**src/rtl/cpu_types_pkg.sv**
```systemverilog
// Shared CPU datapath types: machine word and the fetch-queue entry payload.
package cpu_types_pkg;

   localparam int unsigned CPU_WORD_W = 32;

   typedef logic [CPU_WORD_W-1:0] word_t;

   typedef struct packed {
      word_t instr;
      word_t pc;
      word_t pcplusfour;
   } fq_entry_t;

endpackage

```
**src/rtl/ifetch_queue_if.sv**
```systemverilog
// Fetch-to-decode queue bundle; fq is the queue side, tb drives fetch/decode.
interface ifetch_queue_if #(
   parameter int unsigned DEPTH  = 4,
   parameter int unsigned WORD_W = 32
);

   localparam int unsigned CNT_W = $clog2(DEPTH) + 1;

   logic              enq_valid;
   logic              enq_ready;
   logic [WORD_W-1:0] instr_in;
   logic [WORD_W-1:0] pc_in;
   logic [WORD_W-1:0] pcplusfour_in;
   logic              deq_valid;
   logic              deq_ready;
   logic [WORD_W-1:0] instr_out;
   logic [WORD_W-1:0] pc_out;
   logic [WORD_W-1:0] pcplusfour_out;
   logic              flush;
   logic [CNT_W-1:0]  count;

   modport fq (
      input  enq_valid, instr_in, pc_in, pcplusfour_in, deq_ready, flush,
      output enq_ready, deq_valid, instr_out, pc_out, pcplusfour_out, count
   );

   modport tb (
      output enq_valid, instr_in, pc_in, pcplusfour_in, deq_ready, flush,
      input  enq_ready, deq_valid, instr_out, pc_out, pcplusfour_out, count
   );

endinterface

```
**src/rtl/ifetch_queue.sv**
```systemverilog
// Instruction fetch queue: show-ahead FIFO between fetch and decode with
// flush on taken branch. Full/empty come from the registered count only.
module ifetch_queue
   import cpu_types_pkg::*;
#(
   parameter int unsigned DEPTH  = 4,
   parameter int unsigned WORD_W = 32
) (
   input logic        CLK,
   input logic        RST,
   ifetch_queue_if.fq fqif
);

   localparam int unsigned PTR_W = $clog2(DEPTH);
   localparam int unsigned CNT_W = PTR_W + 1;

   fq_entry_t        mem [DEPTH];
   fq_entry_t        wr_entry;
   fq_entry_t        head_entry;
   logic [PTR_W-1:0] head;
   logic [PTR_W-1:0] tail;
   logic [CNT_W-1:0] cnt;
   logic             full;
   logic             empty;
   logic             enq_fire;
   logic             deq_fire;

   assign full     = (cnt == CNT_W'(DEPTH));
   assign empty    = (cnt == '0);
   assign enq_fire = fqif.enq_valid && !full && !fqif.flush;
   assign deq_fire = !empty && fqif.deq_ready && !fqif.flush;

   assign wr_entry = '{instr:      CPU_WORD_W'(fqif.instr_in),
                       pc:         CPU_WORD_W'(fqif.pc_in),
                       pcplusfour: CPU_WORD_W'(fqif.pcplusfour_in)};

   // Pointers and occupancy; flush wins over both fires.
   always_ff @(posedge CLK or posedge RST) begin
      if (RST) begin
         head <= '0;
         tail <= '0;
         cnt  <= '0;
      end else if (fqif.flush) begin
         head <= '0;
         tail <= '0;
         cnt  <= '0;
      end else begin
         if (enq_fire) tail <= tail + PTR_W'(1);
         if (deq_fire) head <= head + PTR_W'(1);
         case ({enq_fire, deq_fire})
            2'b10:   cnt <= cnt + CNT_W'(1);
            2'b01:   cnt <= cnt - CNT_W'(1);
            default: cnt <= cnt;
         endcase
      end
   end

   // Storage is never cleared; the empty mask keeps stale entries invisible.
   always_ff @(posedge CLK) begin
      if (enq_fire) mem[tail] <= wr_entry;
   end

   assign head_entry = mem[head];

   assign fqif.enq_ready      = !full;
   assign fqif.deq_valid      = !empty;
   assign fqif.count          = cnt;
   assign fqif.instr_out      = empty ? '0 : WORD_W'(head_entry.instr);
   assign fqif.pc_out         = empty ? '0 : WORD_W'(head_entry.pc);
   assign fqif.pcplusfour_out = empty ? '0 : WORD_W'(head_entry.pcplusfour);

endmodule

```
**src/flat_wrapper.sv**
```systemverilog
// flat-port wrapper written by rule: the top's interface ports become plain ports
module ifetch_queue_flat import cpu_types_pkg::*;
#(
   parameter int unsigned DEPTH  = 4,
   parameter int unsigned WORD_W = 32
)
  (CLK, RST, fqif_enq_valid, fqif_instr_in, fqif_pc_in, fqif_pcplusfour_in, fqif_deq_ready, fqif_flush, fqif_enq_ready, fqif_deq_valid, fqif_instr_out, fqif_pc_out, fqif_pcplusfour_out, fqif_count);
  ifetch_queue_if #(.DEPTH(DEPTH), .WORD_W(WORD_W)) fqif_i ();
  input logic CLK;
  input logic RST;
  input wire logic [$bits(fqif_i.enq_valid)-1:0] fqif_enq_valid;
  input wire logic [$bits(fqif_i.instr_in)-1:0] fqif_instr_in;
  input wire logic [$bits(fqif_i.pc_in)-1:0] fqif_pc_in;
  input wire logic [$bits(fqif_i.pcplusfour_in)-1:0] fqif_pcplusfour_in;
  input wire logic [$bits(fqif_i.deq_ready)-1:0] fqif_deq_ready;
  input wire logic [$bits(fqif_i.flush)-1:0] fqif_flush;
  output wire logic [$bits(fqif_i.enq_ready)-1:0] fqif_enq_ready;
  output wire logic [$bits(fqif_i.deq_valid)-1:0] fqif_deq_valid;
  output wire logic [$bits(fqif_i.instr_out)-1:0] fqif_instr_out;
  output wire logic [$bits(fqif_i.pc_out)-1:0] fqif_pc_out;
  output wire logic [$bits(fqif_i.pcplusfour_out)-1:0] fqif_pcplusfour_out;
  output wire logic [$bits(fqif_i.count)-1:0] fqif_count;
  assign fqif_i.enq_valid = fqif_enq_valid;
  assign fqif_i.instr_in = fqif_instr_in;
  assign fqif_i.pc_in = fqif_pc_in;
  assign fqif_i.pcplusfour_in = fqif_pcplusfour_in;
  assign fqif_i.deq_ready = fqif_deq_ready;
  assign fqif_i.flush = fqif_flush;
  assign fqif_enq_ready = fqif_i.enq_ready;
  assign fqif_deq_valid = fqif_i.deq_valid;
  assign fqif_instr_out = fqif_i.instr_out;
  assign fqif_pc_out = fqif_i.pc_out;
  assign fqif_pcplusfour_out = fqif_i.pcplusfour_out;
  assign fqif_count = fqif_i.count;
  ifetch_queue #(.DEPTH(DEPTH), .WORD_W(WORD_W)) u_core (.CLK(CLK), .RST(RST), .fqif(fqif_i));
endmodule
```
**config.mk**
```make
export PLATFORM = sky130hd
export DESIGN_NAME = ifetch_queue_flat
export DESIGN_NICKNAME = d
export VERILOG_FILES = /design/src/rtl/cpu_types_pkg.sv /design/src/rtl/ifetch_queue_if.sv /design/src/rtl/ifetch_queue.sv /design/src/flat_wrapper.sv
export SDC_FILE = /design/constraint.sdc
export NUM_CORES = 1
export LEC_CHECK = 0
export ABC_CLOCK_PERIOD_IN_PS = 7800
export BUFFER_PORTS_ARGS = -buffer_cell sky130_fd_sc_hd__clkbuf_2
export CAP_MARGIN = 10
export CORE_ASPECT_RATIO = 0.9
export CORE_UTILIZATION = 50
export DETAILED_ROUTE_END_ITERATION = 8
export HOLD_SLACK_MARGIN = 0.12
export PLACE_DENSITY = 0.67
export SLEW_MARGIN = 20
export SYNTH_ARGS = -nofsm -noshare
export SYNTH_HDL_FRONTEND = slang
export SYNTH_SLANG_ARGS = --single-unit
```
**constraint.sdc**
```tcl
create_clock -name CLK -period 7.8 [get_ports CLK]
set_input_delay 0.39 -clock CLK [delete_from_list [all_inputs] [get_ports CLK]]
set_output_delay 0.39 -clock CLK [all_outputs]
set_load 0.005 [all_outputs]
```
======== After elaboration in Yosys (flattened, before gate mapping) ========
Memory sizes are Yosys's and may differ from the RTL's.
Cells that the tools add are included.
storage, ports and cells
  register bits after elaboration ......... 7
  memory bits (writable) .................. 384
  bits of input ports ..................... 101
  output and inout port bits .............. 101
  logic and storage cells ................. 33
  memories kept ........................... 1
memories
  name        depth  width  read ports  clocked after Yosys merged registers in  write ports  line                source
  u_core.mem  4      96     1           0                                        1            ifetch_queue.sv:17  fq_entry_t mem [DEPTH];
operators by class
  $add $sub $neg .......................... 4
  equal/unequal tests ..................... 3
  multiplexer cells ....................... 11
  reductions and logical operators ........ 11
operators with widths
  kind                                                                    number
  32-bit two-way mux                                                      3
  2-bit two-way mux                                                       4
  3-bit one-hot mux with 2 select lines                                   1
  2-bit by 1-bit adder with 2-bit output (second input constant)          2
  1-bit logical AND                                                       4
  2-bit nonzero test                                                      2
  3-bit by 1-bit adder with 3-bit output (second input constant)          1
  3-bit equality test (second input constant)                             1
  1-bit logical NOT                                                       3
  3-bit logical NOT                                                       1
  3-bit two-way mux                                                       1
  3-bit nonzero test                                                      1
  3-bit by 1-bit subtractor with 3-bit output (second input constant)     1
  2-bit by 1-bit equality test with 1-bit output (second input constant)  1
  2-bit equality test (second input constant)                             1
  1-bit two-way mux                                                       2

======== Depth between registers and ports, before layout ========
  depth after elaboration ................. 7
  mapped depth ............................ 7
  depth with buffers taken out ............ 6

======== Worst setup path after synthesis ========
No wires, ideal clock.
  path kind ............................... input -> register
  start point ............................. input fqif_enq_valid
  end point ............................... memory u_core.mem[0][0] (netlist name) (enable)
  library setup time ...................... 466 ps
  arrival time ............................ 3269 ps
  required time ........................... 7334 ps
  setup slack ............................. 4065 ps
  stages on the path ...................... 4
  buffers on the path ..................... 1
  cell sequence ........................... clkbuf_1 inv_1 nor3_1 and2_1
between the ends
  word-level cells in the longest chain between the ends .. 4
ends and longest elaborated chain
  what                                     line                source
  from (decl)                              flat_wrapper.sv:11  input wire logic [$bits(fqif_i.enq_valid)-1:0] fqif_enq_valid;
  1-bit logical AND (2 in series)          ifetch_queue.sv:30  assign enq_fire = fqif.enq_valid && !full && !fqif.flush;
  1-bit two-way mux                        ifetch_queue.sv:60  if (enq_fire) mem[tail] <= wr_entry;
  1-bit two-way mux (implied by the code)  ifetch_queue.sv:60
  to (decl)                                ifetch_queue.sv:17
No other way between the ends.

======== Worst setup path in the final report ========
  start point ............................. register u_core.head[0]
  end point ............................... output fqif_instr_out[31]
between the ends
  word-level cells in the longest chain between the ends .. 2
ends and longest elaborated chain
  what                    line                source
  from (decl)             ifetch_queue.sv:20  logic [PTR_W-1:0] head;
  from (signal assigned)  ifetch_queue.sv:49  if (deq_fire) head <= head + PTR_W'(1);
  memory 4 x 96 bit       --
  32-bit two-way mux      ifetch_queue.sv:68  assign fqif.instr_out = empty ? '0 : WORD_W'(head_entry.instr);
  to (decl)               flat_wrapper.sv:19  output wire logic [$bits(fqif_i.instr_out)-1:0] fqif_instr_out;
No other way between the ends.

==> results.py <==
metrics = {
    "setup_path": {
        "critPathMaxFanout": 51,
        "cp_cell_sequence": "buf_4, mux4_2, and2_1, clkbuf_2",
        "cp-start-kind": "register",
        "slowest_delay_ns": 1.09,
        "rrSetupSlack_ns": 4.78,
        "r2r_cells": 4,
        "crit_type": "register to primary output",
        "required_ns": 7.41,
        "worstSetupEndpointType": "primary output",
        "slowest_stage": "dfrtp_4",
        "arrival_ns": 3.51,
    },
    "timing": {
        "fin_crit_sh_pct": 50.0,
        "rsz0062_at_grt": "false",
        "hold_viol_final": 0,
        "max_slew_margin_pct": 31.6,
        "fmax_mhz": 257,
        "tns_ns": 0,
        "layout_min_cycle_time_ns": 3.90,
        "max_slew.worst_pin.slew_ns": 1.03,
        "worst_clock_skew_ns": 0.00606,
        "setup_viol": 0,
        "drv_slew": 0,
    },
    "finish": {
        "nNetsFinal": 1088,
        "multi_input_area_um2": 3100,
        "final_core_utilization_pct": 63.7,
        "drive_above_1_share_pct": 36.6,
        "n_fill_cell": 2080,
        "area_growth_pct": 23.7,
        "register_area_um2": 11700,
    },
    "clock_tree": {
        "htree_levels": 2,
        "ctsResizeCount": 0,
        "clk_pin_slew_ns": 0.06,
        "clk_path_buf_depth": 3,
        "cts_tree": "built",
        "cts_sinks": 391,
        "clock_latency_ns": 0.51,
        "cts_buffers": 40,
        "cts-root-buf": "clkbuf_16",
    },
    "yosys": {
        "avgSynthCellArea_um2": 22.3,
        "syn_nets": 780,
        "synth_seq_cells": 391,
        "synth.yosys.seq_area_share_pct": 77.8,
        "synth_warnings": 0,
        "syn_area_um2": 15000,
        "post_synth_num_cell_types": 34,
        "synthCells": 674,
    },
    "outcome": {
        "status": "finished clean",
    },
    "detailed_routing": {
        "drt_pass1_iterations": 4,
        "drt_iter0_drc": 455,
        "wl_mm": 29.1,
        "wl_per_cell_um": 20.7,
        "route.detailed.drc": 0,
        "via_per_inst": 5.34,
        "ant_nets": 0,
        "num_vias": 7498,
    },
    "floorplanning": {
        "ios": 202,
        "die_y_um": 167,
        "initial_core_util_pct": 51.5,
        "die_w_um": 185,
        "row_count": 59,
        "die_area_um2": 30800,
        "core_area_um2": 29200,
    },
    "worst_hold_path": {
        "hold_depth": 1,
        "hp-class": "primary input to register",
    },
    "grt": {
        "grt_max_degree": 71,
        "track_usage_pct": 19.7,
        "first_global_vias": 8200,
        "grt_pass1_wl_mm": 45.5,
        "antenna_found_initial": 0,
        "grt-ovfl-total": 0,
    },
    "flow_run": {
        "maxCapViolCount": 0,
    },
    "power": {
        "p_leak_nw": 6.41,
        "peakVddDrop_v": 0.000203,
        "powerDensity_nw_per_um2": 253,
    },
    "placement": {
        "port_buffers": 201,
        "post-dp-hpwl_mm": 16.6,
        "place_congestion": 0.719,
    },
}
==> critical path: cells and delay by family (launching register included) <==
kind	cells	cell delay [ns]
buffers and inverters	2	1.02
DFF	1	1.09
muxes	1	0.60
and+or+nand+nor	1	0.19
==> cells in the final DEF (no fill, tap or decap), types with 2 or more instances in the layout <==
cell type / n
a21oi_1: 3
and2_1: 96
and2_4: 4
buf_4: 7
bufinv_16: 4
clkbuf_1: 3
clkbuf_16: 41
clkbuf_2: 201
clkinv_1: 9
clkinv_2: 7
clkinvlp_4: 2
dfrtp_1: 5
dfrtp_4: 2
dlygate4sd3_1: 96
edfxtp_1: 384
ha_1: 4
inv_1: 7
inv_6: 2
mux4_2: 96
nand2_1: 2
nand2b_1: 2
nand3_1: 4
nor2_1: 5
nor3_1: 2
o2111ai_1: 2
o21ai_0: 2
xor2_1: 2
==> cell usage after synthesis <==
library cell / instances / share of area [%]
edfxtp_1: 384 / 77
and2_1: 100 / 4.2
mux4_2: 96 / 14
buf_2: 15 / 0.50
clkbuf_1: 14 / 0.35
dfrtp_1: 7 / 1.2
inv_1: 7 / 0.17
buf_6: 6 / 0.45
nor2_1: 5 / 0.12
ha_1: 4 / 0.33
nand3_1: 4 / 0.13
a21oi_1: 3 / 0.10
buf_8: 2 / 0.20
nand2_1: 2 / 0.050
nand2b_1: 2 / 0.083
nor3_1: 2 / 0.067
o2111ai_1: 2 / 0.12
o21ai_0: 2 / 0.067
xor2_1: 2 / 0.12
a211oi_1: 1 / 0.050
a31oi_1: 1 / 0.042
buf_1: 1 / 0.025
fa_1: 1 / 0.13
mux2_2: 1 / 0.075
nor3b_1: 1 / 0.050
o21a_1: 1 / 0.050
o21bai_1: 1 / 0.050
o221ai_1: 1 / 0.058
o311ai_0: 1 / 0.058
o31ai_1: 1 / 0.050
or2_2: 1 / 0.042
or3_1: 1 / 0.042
or4_1: 1 / 0.050
xnor2_1: 1 / 0.058
==> state kept, by name, indices dropped and copies added, names as in the netlist <==
register	count
u_core.fqif.count	3
u_core.head	2
u_core.mem	384
u_core.tail	2
==> power breakdown <==
part           leakage, nW  internal, mW  switching (mW)
logic                 2.22         0.246           0.216
registers             3.58          2.37          0.0382
clock network        0.616          1.09           0.746
total                 6.41          3.70            1.00
==> layer usage <==
layer / share of wire [%] / GRT usage, % / routed length, um
met5: 0 / 0 / 0
met4: 2.2 / 6.07 / 631
met3: 4.7 / 3.00 / 1360
met2: 52 / 33.8 / 15000
met1: 42 / 26.0 / 12100
==> logic make-up after synthesis <==
family | share of synthesized area, %
AO/OA/AOI/OAI | 0.640
multiplexers | 14.4
adder cells (fa/ha/maj) | 0.466
flip-flops | 77.8
AND/OR/NAND/NOR | 4.80
buffers and inverters | 1.70
XOR/XNOR | 0.175
==> per-stage QoR <==
step | worst slack [ns] | instance area, um2 | std cells | total power, mW | hold WS, ns
detailed placement | 4.31 | 16400 | 1240 | 2.89 | 0.327
global placement | 4.32 | 16400 | 1240 | 2.87 | 0.310
floorplan | 4.07 | 15000 | 674 | 2.71 | 0.193
global route | 3.58 | 18600 | 1404 | 4.88 | 0.125
CTS | 3.75 | 18600 | 1404 | 4.76 | 0.122
finish | 3.90 | 18600 | 1405 | 4.70 | 0.146
==> final cells by class <==
| class | count | share of cell area [%] |
|---|---|---|
| Sequential cell | 391 | 62.9 |
| Multi-Input combinational cell | 238 | 16.6 |
| Timing Repair Buffer | 304 | 10.8 |
| Clock buffer | 44 | 5.57 |
| Tap cell | 396 | 2.66 |
| Clock inverter | 24 | 1.19 |
| Inverter | 7 | 0.141 |
| Antenna cell | 1 | 0.0134 |
==> timing repair <==
action                                 in CTS  in global routing
buffers inserted                            0                  0
hold buffers                               96                  0
endpoints found under the hold margin     387                  0
==> path summary, 6_finish.rpt <==
check	start	to
max	u_core.head[0]	fqif_instr_out[31]
min	fqif_instr_in[26]	u_core.mem[2][90]
max reg2reg	u_core.fqif.count[1]	u_core.mem[0][24]
min reg2reg	u_core.tail[1]	u_core.tail[1]
max in group asynchronous	RST	u_core.head[0]
min in group asynchronous	RST	u_core.head[1]
Power figures use the tool's default switching activity.
